## config.mk

```make
export PLATFORM = sky130hd
export DESIGN_NAME = bus_fabric
export DESIGN_NICKNAME = d
export VERILOG_FILES = /design/src/rtl/bus_fabric.sv
export SDC_FILE = /design/constraint.sdc
export NUM_CORES = 1
export LEC_CHECK = 0
export ABC_AREA = 1
export BUFFER_PORTS_ARGS = -buffer_cell sky130_fd_sc_hd__buf_4
export CORE_UTILIZATION = 45
export DETAILED_ROUTE_END_ITERATION = 6
export GPL_TIMING_DRIVEN = 0
export PLACE_DENSITY = 0.8
export SKIP_LAST_GASP = 1
export SLEW_MARGIN = 25
export SYNTH_ARGS = -nofsm -noshare
export SYNTH_HDL_FRONTEND = slang
export SYNTH_SLANG_ARGS = --single-unit
export TNS_END_PERCENT = 30
```

## constraint.sdc

```tcl
create_clock -name clk_i -period 2.1 [get_ports clk_i]
set_clock_uncertainty 0.05 [all_clocks]
set_input_delay 0.42 -clock clk_i [delete_from_list [all_inputs] [get_ports clk_i]]
set_output_delay 0.42 -clock clk_i [all_outputs]
set_load 0.02 [all_outputs]
```

## src/rtl/bus_fabric.sv

```systemverilog
// ---------------------------------------------------------------------------
// bus_fabric
//   Single-master, N-slave system bus interconnect. Each master request is
//   decoded against a programmable base/mask address map. Exactly one slave
//   chip-select is driven, and the fabric waits for that slave's ready
//   handshake, so slaves may insert wait states. A registered response
//   returns read data and an error flag. The error flag is raised for an
//   unmapped address or when a slave exceeds the response timeout.
//
// Ports
//   clk_i, rst_ni        system clock, asynchronous active-low reset
//   m_req_i              master request (held stable until m_ready_o)
//   m_we_i               1 = write, 0 = read
//   m_addr_i/m_wdata_i   byte address / write data
//   m_hb_i               access size code, passed through unchanged
//   m_ready_o            one-cycle response strobe
//   m_rdata_o            read data (valid with m_ready_o, held afterwards)
//   m_err_o              error response, qualified by m_ready_o
//   s_cs_o               one-hot slave select
//   s_we_o               write enable, only high while a select is high
//   s_addr_o/s_wdata_o   registered address / write data
//   s_hb_o               registered size code
//   s_rdata_i            flattened slave read data, slave k at [32k+31:32k]
//   s_ready_i            per-slave ready
// ---------------------------------------------------------------------------
module bus_fabric #(
    parameter int                      N_SLAVES   = 3,
    parameter logic [N_SLAVES*32-1:0]  SLAVE_BASE = {32'h2000_0000, 32'h1000_0000, 32'h0000_0000},
    parameter logic [N_SLAVES*32-1:0]  SLAVE_MASK = {32'hFFFF_FFF0, 32'hFFFF_F000, 32'hFFFF_F000},
    parameter int                      TIMEOUT    = 15
) (
    input  logic                     clk_i,
    input  logic                     rst_ni,
    input  logic                     m_req_i,
    input  logic                     m_we_i,
    input  logic [31:0]              m_addr_i,
    input  logic [31:0]              m_wdata_i,
    input  logic [1:0]               m_hb_i,
    output logic                     m_ready_o,
    output logic [31:0]              m_rdata_o,
    output logic                     m_err_o,
    output logic [N_SLAVES-1:0]      s_cs_o,
    output logic                     s_we_o,
    output logic [31:0]              s_addr_o,
    output logic [31:0]              s_wdata_o,
    output logic [1:0]               s_hb_o,
    input  logic [N_SLAVES*32-1:0]   s_rdata_i,
    input  logic [N_SLAVES-1:0]      s_ready_i
);

    // Wide enough to hold TIMEOUT. With the timeout disabled the counter
    // still runs but saturates, so it never wraps.
    localparam int            CW      = (TIMEOUT > 0) ? $clog2(TIMEOUT + 1) : 1;
    localparam logic [CW-1:0] CNT_SAT = (TIMEOUT > 0) ? CW'(TIMEOUT) : {CW{1'b1}};

    typedef enum logic [1:0] {
        IDLE,
        ACCESS,
        RESP
    } state_e;

    state_e               state_q, state_d;
    logic [N_SLAVES-1:0]  cs_q, cs_d;
    logic                 we_q, we_d;
    logic [31:0]          addr_q, addr_d;
    logic [31:0]          wdata_q, wdata_d;
    logic [1:0]           hb_q, hb_d;
    logic [CW-1:0]        cnt_q, cnt_d;
    logic [31:0]          rdata_q, rdata_d;
    logic                 err_q, err_d;

    logic [N_SLAVES-1:0]  hit_cs;
    logic [31:0]          sel_rdata;
    logic                 sel_ready;

    // Address decode. Scanning from the top index down lets the lowest
    // matching slave overwrite any higher match, giving fixed priority.
    always_comb begin
        hit_cs = '0;
        for (int k = N_SLAVES - 1; k >= 0; k--) begin
            if ((m_addr_i & SLAVE_MASK[32*k +: 32]) == SLAVE_BASE[32*k +: 32]) begin
                hit_cs    = '0;
                hit_cs[k] = 1'b1;
            end
        end
    end

    // The one-hot select is an AND-OR mux, so no encoded index is needed.
    always_comb begin
        sel_rdata = '0;
        for (int k = 0; k < N_SLAVES; k++) begin
            if (cs_q[k]) begin
                sel_rdata = sel_rdata | s_rdata_i[32*k +: 32];
            end
        end
    end

    assign sel_ready = |(s_ready_i & cs_q);

    // NOTE: every signal driven here gets a default first. A path that
    // leaves one unassigned would infer a latch.
    always_comb begin
        state_d = state_q;
        cs_d    = cs_q;
        we_d    = we_q;
        addr_d  = addr_q;
        wdata_d = wdata_q;
        hb_d    = hb_q;
        cnt_d   = cnt_q;
        rdata_d = rdata_q;
        err_d   = err_q;

        unique case (state_q)
            IDLE: begin
                if (m_req_i) begin
                    if (|hit_cs) begin
                        addr_d  = m_addr_i;
                        wdata_d = m_wdata_i;
                        hb_d    = m_hb_i;
                        we_d    = m_we_i;
                        cs_d    = hit_cs;
                        cnt_d   = '0;
                        state_d = ACCESS;
                    end else begin
                        // Unmapped: no select is raised, so a write is dropped.
                        err_d   = 1'b1;
                        rdata_d = '0;
                        state_d = RESP;
                    end
                end
            end

            ACCESS: begin
                if (cnt_q != CNT_SAT) begin
                    cnt_d = cnt_q + 1'b1;
                end
                // Ready is tested first, so it beats a simultaneous timeout.
                if (sel_ready) begin
                    rdata_d = we_q ? 32'h0 : sel_rdata;
                    err_d   = 1'b0;
                    cs_d    = '0;
                    we_d    = 1'b0;
                    state_d = RESP;
                end else if ((TIMEOUT != 0) && (cnt_q == CNT_SAT)) begin
                    rdata_d = '0;
                    err_d   = 1'b1;
                    cs_d    = '0;
                    we_d    = 1'b0;
                    state_d = RESP;
                end
            end

            RESP: begin
                state_d = IDLE;
            end

            default: begin
                state_d = IDLE;
            end
        endcase
    end

    // NOTE: the address/data holding registers are reset along with the
    // control state, because every output must read 0 during reset.
    always_ff @(posedge clk_i or negedge rst_ni) begin
        if (!rst_ni) begin
            state_q <= IDLE;
            cs_q    <= '0;
            we_q    <= 1'b0;
            addr_q  <= '0;
            wdata_q <= '0;
            hb_q    <= '0;
            cnt_q   <= '0;
            rdata_q <= '0;
            err_q   <= 1'b0;
        end else begin
            // NOTE: non-blocking assignments make every register sample the
            // same pre-edge values, independent of statement order.
            state_q <= state_d;
            cs_q    <= cs_d;
            we_q    <= we_d;
            addr_q  <= addr_d;
            wdata_q <= wdata_d;
            hb_q    <= hb_d;
            cnt_q   <= cnt_d;
            rdata_q <= rdata_d;
            err_q   <= err_d;
        end
    end

    assign m_ready_o = (state_q == RESP);
    assign m_rdata_o = rdata_q;
    assign m_err_o   = err_q;
    assign s_cs_o    = cs_q;
    assign s_we_o    = we_q;
    assign s_addr_o  = addr_q;
    assign s_wdata_o = wdata_q;
    assign s_hb_o    = hb_q;

endmodule
```

==> results of run 1 <==
## synthesized netlist by cell type, types with 2 or more instances
cell	count	area (sq um)
nand4_1	5	31.3
buf_2	4	20.0
dfrtp_1	109	2730
o21ai_0	7	35.0
nor2_4	2	22.5
or2_2	2	12.5
nand3_1	106	531
buf_6	11	124
nor2_1	27	101
nor2_2	4	25.0
nand2_1	231	867
o21ai_1	40	200
nand2_2	3	18.8
inv_2	3	11.3
clkbuf_1	21	78.8
inv_1	73	274
## flip-flops by register name, indices dropped and copies added (netlist names)
| signal | flops |
|---|---|
| cnt_q | 4 |
| s_addr_o | 32 |
| s_wdata_o | 32 |
| s_cs_o | 3 |
| m_rdata_o | 32 |
| m_err_o | 1 |
| s_hb_o | 2 |
| state_q | 2 |
| s_we_o | 1 |
## cell usage in the layout, fill, tap and decap left out, drive strengths merged
cell type,netlist,final
nand2,234,234
nor2,33,33
clkbuf,21,33
nand3,108,108
ha,1,1
dfrtp,109,109
buf,15,286
nand4,6,6
or2,2,2
o21ai,48,48
nor3,1,1
xor2,1,1
and2,1,1
inv,76,81
## stage by stage
step | instances | hold WS [ns] | util (%) | worst slack, ns
after floorplan | 656 | 0.0744 | - | 0.518
after global placement | 1068 | 0.399 | 67.0 | 0.159
after detailed placement | 1068 | 0.404 | 67.0 | 0.165
after CTS | 1084 | 0.196 | 69.7 | 0.307
after global routing | 1084 | 0.191 | 69.7 | 0.155
final | 1084 | 0.0831 | 69.7 | 0.302
## how the worst max path moves through the flow
stage / endpoint / cells past startpoint
global placement: s_addr_o[26] / 10
finish: m_ready_o / 3
detailed placement: s_addr_o[20] / 10
global route: m_rdata_o[22] / 6
floorplan: s_addr_o[20] / 9
CTS: m_rdata_o[21] / 6
## per-layer routing
metal	vias up	GRT usage (%)	wire length (um)
li1	2628	-	-
met1	2382	31.2	5930
met2	206	47.1	7850
met3	24	6.16	1360
met4	0	10.0	358
met5	-	0	0
## worst max-delay path, delay by kind of cell (launching register included)
| family | cells | cell delay [ns] |
|---|---|---|
| buffers and inverters | 2 | 0.32 |
| and+or+nand+nor | 1 | 0.17 |
| DFF | 1 | 0.50 |
## where the power goes
part           total, uW  internal, uW  switching, uW
Sequential          2170          2130           40.0
Combinational        851           372            480
Clock               1680           870            812
## cell families (layout without fill, tap and decap cells)
| kind of cell | Yosys count | after routing | synth area share, % |
|---|---|---|---|
| fa+ha+maj | 1 | 1 | 0.242 |
| simple gates | 385 | 385 | 32.3 |
| buf+inv | 112 | 400 | 9.82 |
| compound gates | 48 | 48 | 4.72 |
| xor+xnor | 1 | 1 | 0.169 |
| flops | 109 | 109 | 52.7 |
## cell type report
class,instances,area (sq um),share of cell area (%)
multi-input cells,435,1940,25.2
clock inverters,5,48.8,0.635
well taps,140,175,2.28
clock buffers,11,243,3.16
repair buffers,272,2050,26.6
inverters,76,285,3.71
flip-flops and latches,109,2730,35.5
plain buffers,36,223,2.90
==> metrics.md, run 1 <==
| Metric | Value |
|---|---|
| Result of the run | `finished, final reports clean` |
| Layout filler cell count | `959` |
| Crit path kind | `reg2out` |
| Reg2Reg Capture Point | `m_rdata_o[28]` |
| Post-route clock period utilization | `85.6%` |
| Fmax | `556 MHz` |
| Vert. Die Dim | `109 um` |
| Register clock-pin slew on the reported worst setup and hold paths | `0.08 ns` |
| Max-slew violation total from the final report | `0` |
| Vias in the first global route | `5016` |
| Crit path cell chain | `inv_1, nor2_1, buf_4` |
| Clock tree from TritonCTS | `built` |
| R2R Setup Slk | `0.32 ns` |
| Final-report setup violation count | `0` |
| Finished Cell Area | `7690 sq um` |
| Count of maximum capacitance violations | `0` |
| Placed instance area | `7390 sq um` |
| Clock sink total | `109` |
| Overall track demand over capacity in global routing | `26.6%` |
| Core footprint | `11000 sq um` |
| Data arrival, critical path | `1.33 ns` |
| Final HPWL DP | `11.9 mm` |
| RD Place Congestion | `0.819` |
| Largest net degree at the start of global routing | `110` |
| Register bit count reported by yosys | `109` |
| Setup repair bufs after CTS | `0` |
| Number of warnings printed during yosys synthesis | `0` |
| Worst-case headroom to the max-slew limit | `42.0%` |
| Mapped Cells | `656` |
| Number of placement rows | `38` |
| Avg Cell Area, Syn | `7.88 sq um` |
| Cell Pwr Density | `611 nW/um^2` |
| Ports placed on the boundary | `273` |
| Setup repair after global routing missed its margin | `false` |
| Leakage power total | `0.00447 uW` |
| Die footprint | `11900 sq um` |
| Area growth from synthesis to final layout | `48.6%` |
| Initial antenna violation count | `0` |
| Final antenna diode count | `0` |
| Critical Path Source Type | `flop` |
| Worst r2r src | `state_q[1]` |
| Floorplan die width | `109 um` |
| Post-synth cell types | `24` |
| Average wire per standard cell | `14.3 um` |
| Residual antenna-violating net count after detailed routing | `0` |
| Clock root buffer | `clkbuf_16` |
| Post-layout power | `4700 uW` |
| Number of resized instances in the post-cts repair step | `0` |
| DRT Pass-1 Iters | `4` |
| Top FF cell, synth | `dfrtp_1` |
| Count of port buffers added during placement | `272` |
| Final hold violation count | `0` |
| Final Routed Wirelength | `15.5 mm` |
| Tightest Hold Check Type | `in2async` |
| Bufs on Longest Clock Path | `2` |
| Setup TNS Final | `0 ns` |
| Syn nets | `826` |
| Async set or reset register ratio after synthesis | `100%` |
| Initial Utilization | `46.9%` |
| Count of flip-flops with a built-in enable after synthesis | `0` |
| Delay of the slowest cell on the worst path | `0.50 ns` |
| Num CTS Buffers | `9` |
| Largest driver fanout on the critical path | `5` |
| Grt ovf | `0` |
| CP required | `1.63 ns` |
| Deepest level of the CTS H-tree | `3` |
| Share of post-route cells with drive strength above 1 | `34.0%` |
| Number of nets at the end of the flow | `1109` |
| Register area share after synthesis | `52.7%` |
| DR vias | `5240` |
| Drt first-iter violations | `284` |
| Shortest clock period the worst path allows after layout | `1.80 ns` |
| Startpoint of the most critical setup path | `state_q[1]` |
| Number of cell instances on the worst register-to-register path | `6` |
| Slew at the pin closest to its max-slew limit | `0.869 ns` |
| Synthesized area | `5170 sq um` |
| Largest vdd supply drop | `0.000609 V` |
| Global-route wire length before repair | `24.2 mm` |
| Number of buffers added to fix hold violations after cts | `0` |
| Clk Latency, worst-skew pair | `0.34 ns` |
| CP Capture Type | `primary output` |
| Slowest CP cell | `dfrtp_1` |
| Detailed-route vias per instance | `4.83` |
| DRC violation count after routing | `0` |
No activity file was read; power rests on OpenSTA's default activity.
==> inputs of run 2 (changes only) <==
--- a/config.mk
+++ b/config.mk
@@ -10,6 +10,7 @@
 export CORE_UTILIZATION = 45
 export DETAILED_ROUTE_END_ITERATION = 6
 export GPL_TIMING_DRIVEN = 0
+export MAX_ROUTING_LAYER = met4
 export PLACE_DENSITY = 0.8
 export SKIP_LAST_GASP = 1
 export SLEW_MARGIN = 25
==> run 2 against run 1 <==
Die area unchanged. Wire length did not move. Final cell count unchanged. Sequential cell count stayed put. Non-clock buffer count stayed put. Clock power hardly changed. Combinational power about the same. Register-to-register slack got worse by 0.04 ns. Critical endpoint is now m_rdata_o[28].
==> metrics.md, run 2 (synthesis results as in run 1) <==
| Metric | Value |
|---|---|
| Vias in the first global route | `5010` |
| Setup repair after global routing missed its margin | `false` |
| Worst-case headroom to the max-slew limit | `40.7%` |
| DRC violation count after routing | `0` |
| Most frequent standard cell in the layout excluding fill and tap cells | `buf_4` |
| CP Capture Type | `flop` |
| Count of port buffers added during placement | `272` |
| Final cell count without fillers | `1084` |
| Die footprint | `11900 sq um` |
| Final hold violation count | `0` |
| Register clock-pin slew on the reported worst setup and hold paths | `0.08 ns` |
| Cell Pwr Density | `612 nW/um^2` |
| Largest net degree at the start of global routing | `110` |
| Critical Path Source Type | `flop` |
| Top cell family by delay on the critical path | `simple AND/OR/NAND/NOR gates` |
| Slowest CP cell | `dfrtp_1` |
| Clock root buffer | `clkbuf_16` |
| Vert. Die Dim | `109 um` |
| Global-route wire length before repair | `24.1 mm` |
| Bufs on Longest Clock Path | `2` |
| Floorplan die width | `109 um` |
| Number of nets at the end of the flow | `1109` |
| Largest vdd supply drop | `0.000609 V` |
| Overall track demand over capacity in global routing | `27.4%` |
| Initial Utilization | `46.9%` |
| Number of placement rows | `38` |
| Grt ovf | `0` |
| CP required | `2.33 ns` |
| Fmax | `550 MHz` |
| Post-route clock period utilization | `86.5%` |
| Data arrival, critical path | `2.05 ns` |
| Number of resized instances in the post-cts repair step | `0` |
| Clock tree from TritonCTS | `built` |
| Delay of the slowest cell on the worst path | `0.47 ns` |
| Setup TNS Final | `0 ns` |
| Most frequent cell on the critical path | `nand2_1` |
| Detailed-route vias per instance | `4.84` |
| Result of the run | `finished, final reports clean` |
| Leakage power total | `0.00447 uW` |
| Drt first-iter violations | `281` |
| Slew at the pin closest to its max-slew limit | `0.890 ns` |
| Startpoint of the most critical setup path | `state_q[1]` |
| Ports placed on the boundary | `273` |
| Clk Latency, worst-skew pair | `0.34 ns` |
| Area growth from synthesis to final layout | `48.6%` |
| Num CTS Buffers | `9` |
| Residual antenna-violating net count after detailed routing | `0` |
| Largest driver fanout on the critical path | `10` |
| Setup repair bufs after CTS | `0` |
| Final antenna diode count | `0` |
| DR vias | `5242` |
| Final standard cell utilization of the core | `69.7%` |
| Tightest Hold Check Type | `in2async` |
| Share of post-route cells with drive strength above 1 | `34.0%` |
| Shortest clock period the worst path allows after layout | `1.82 ns` |
| Number of placed cells counting well taps | `1068` |
| Buffers & Inverters on Critical Path | `2` |
| Max-slew violation total from the final report | `0` |
| Crit path kind | `reg2reg` |
| Most used cells in the layout excluding fill and tap cells | `271 x buf_4, 231 x nand2_1, 109 x dfrtp_1, 106 x nand3_1, 73 x inv_1` |
| Final HPWL DP | `11.9 mm` |
| Average wire per standard cell | `14.3 um` |
| Deepest level of the CTS H-tree | `3` |
| Initial antenna violation count | `0` |
| Final Routed Wirelength | `15.5 mm` |
| Final-report setup violation count | `0` |
| Number of buffers added to fix hold violations after cts | `0` |
| RD Place Congestion | `0.831` |
| Count of maximum capacitance violations | `0` |
| DRT Pass-1 Iters | `4` |
| Crit path cell chain | `nor2_4, nand2_1, inv_1, clkbuf_1, nand3_1, nand2_1` |
| Clock sink total | `109` |
| Core footprint | `11000 sq um` |
| Worst r2r src | `state_q[1]` |
[run 2: cell counts in the layout (fill, tap and decap cells not counted)]
Identical to the previous run, type by type.
[run 2: final timing paths]
kind / end / slack, ns / cells after the start
max in group asynchronous: s_wdata_o[12] / 1.25 / 1
min in group clk_i: s_wdata_o[23] / 0.26 / 3
setup reg to reg: m_rdata_o[28] / 0.28 / 6
hold reg to reg: s_addr_o[26] / 0.42 / 2
setup / recovery: m_rdata_o[28] / 0.28 / 6
hold / removal: s_addr_o[16] / 0.07 / 1
[run 2: layout make-up]
type | instances | area [sq um]
Tap cell | 140 | 175
Multi-Input combinational cell | 435 | 1940
Clock inverter | 5 | 48.8
Buffer | 36 | 223
Sequential cell | 109 | 2730
Inverter | 76 | 285
Timing Repair Buffer | 272 | 2050
Fill cell | 959 | 3340
Clock buffer | 11 | 243
[run 2: report_power, final]
| part | switching [uW] | internal, uW |
|---|---|---|
| registers | 40.6 | 2130 |
| clock network | 814 | 870 |
| logic | 482 | 372 |
| total | 1340 | 3370 |
[run 2: metrics by stage]
step | setup slack, ns | power, uW | hold WS [ns] | area, sq um
2_1_floorplan | 0.518 | 2620 | 0.0744 | 5170
3_3_place_gp | 0.159 | 3050 | 0.399 | 7390
3_5_place_dp | 0.165 | 3060 | 0.404 | 7390
4_1_cts | 0.307 | 4730 | 0.196 | 7680
5_1_grt | 0.157 | 4910 | 0.196 | 7690
6_report | 0.283 | 4700 | 0.0702 | 7690
[run 2: metal layers]
metal | share of wire [%] | up-vias | track usage, %
met5 | 0 | - | -
met4 | 2.3 | 0 | 9.24
met3 | 8.3 | 28 | 5.68
met2 | 50 | 210 | 47.4
met1 | 39 | 2375 | 31.5
li1 | - | 2629 | -
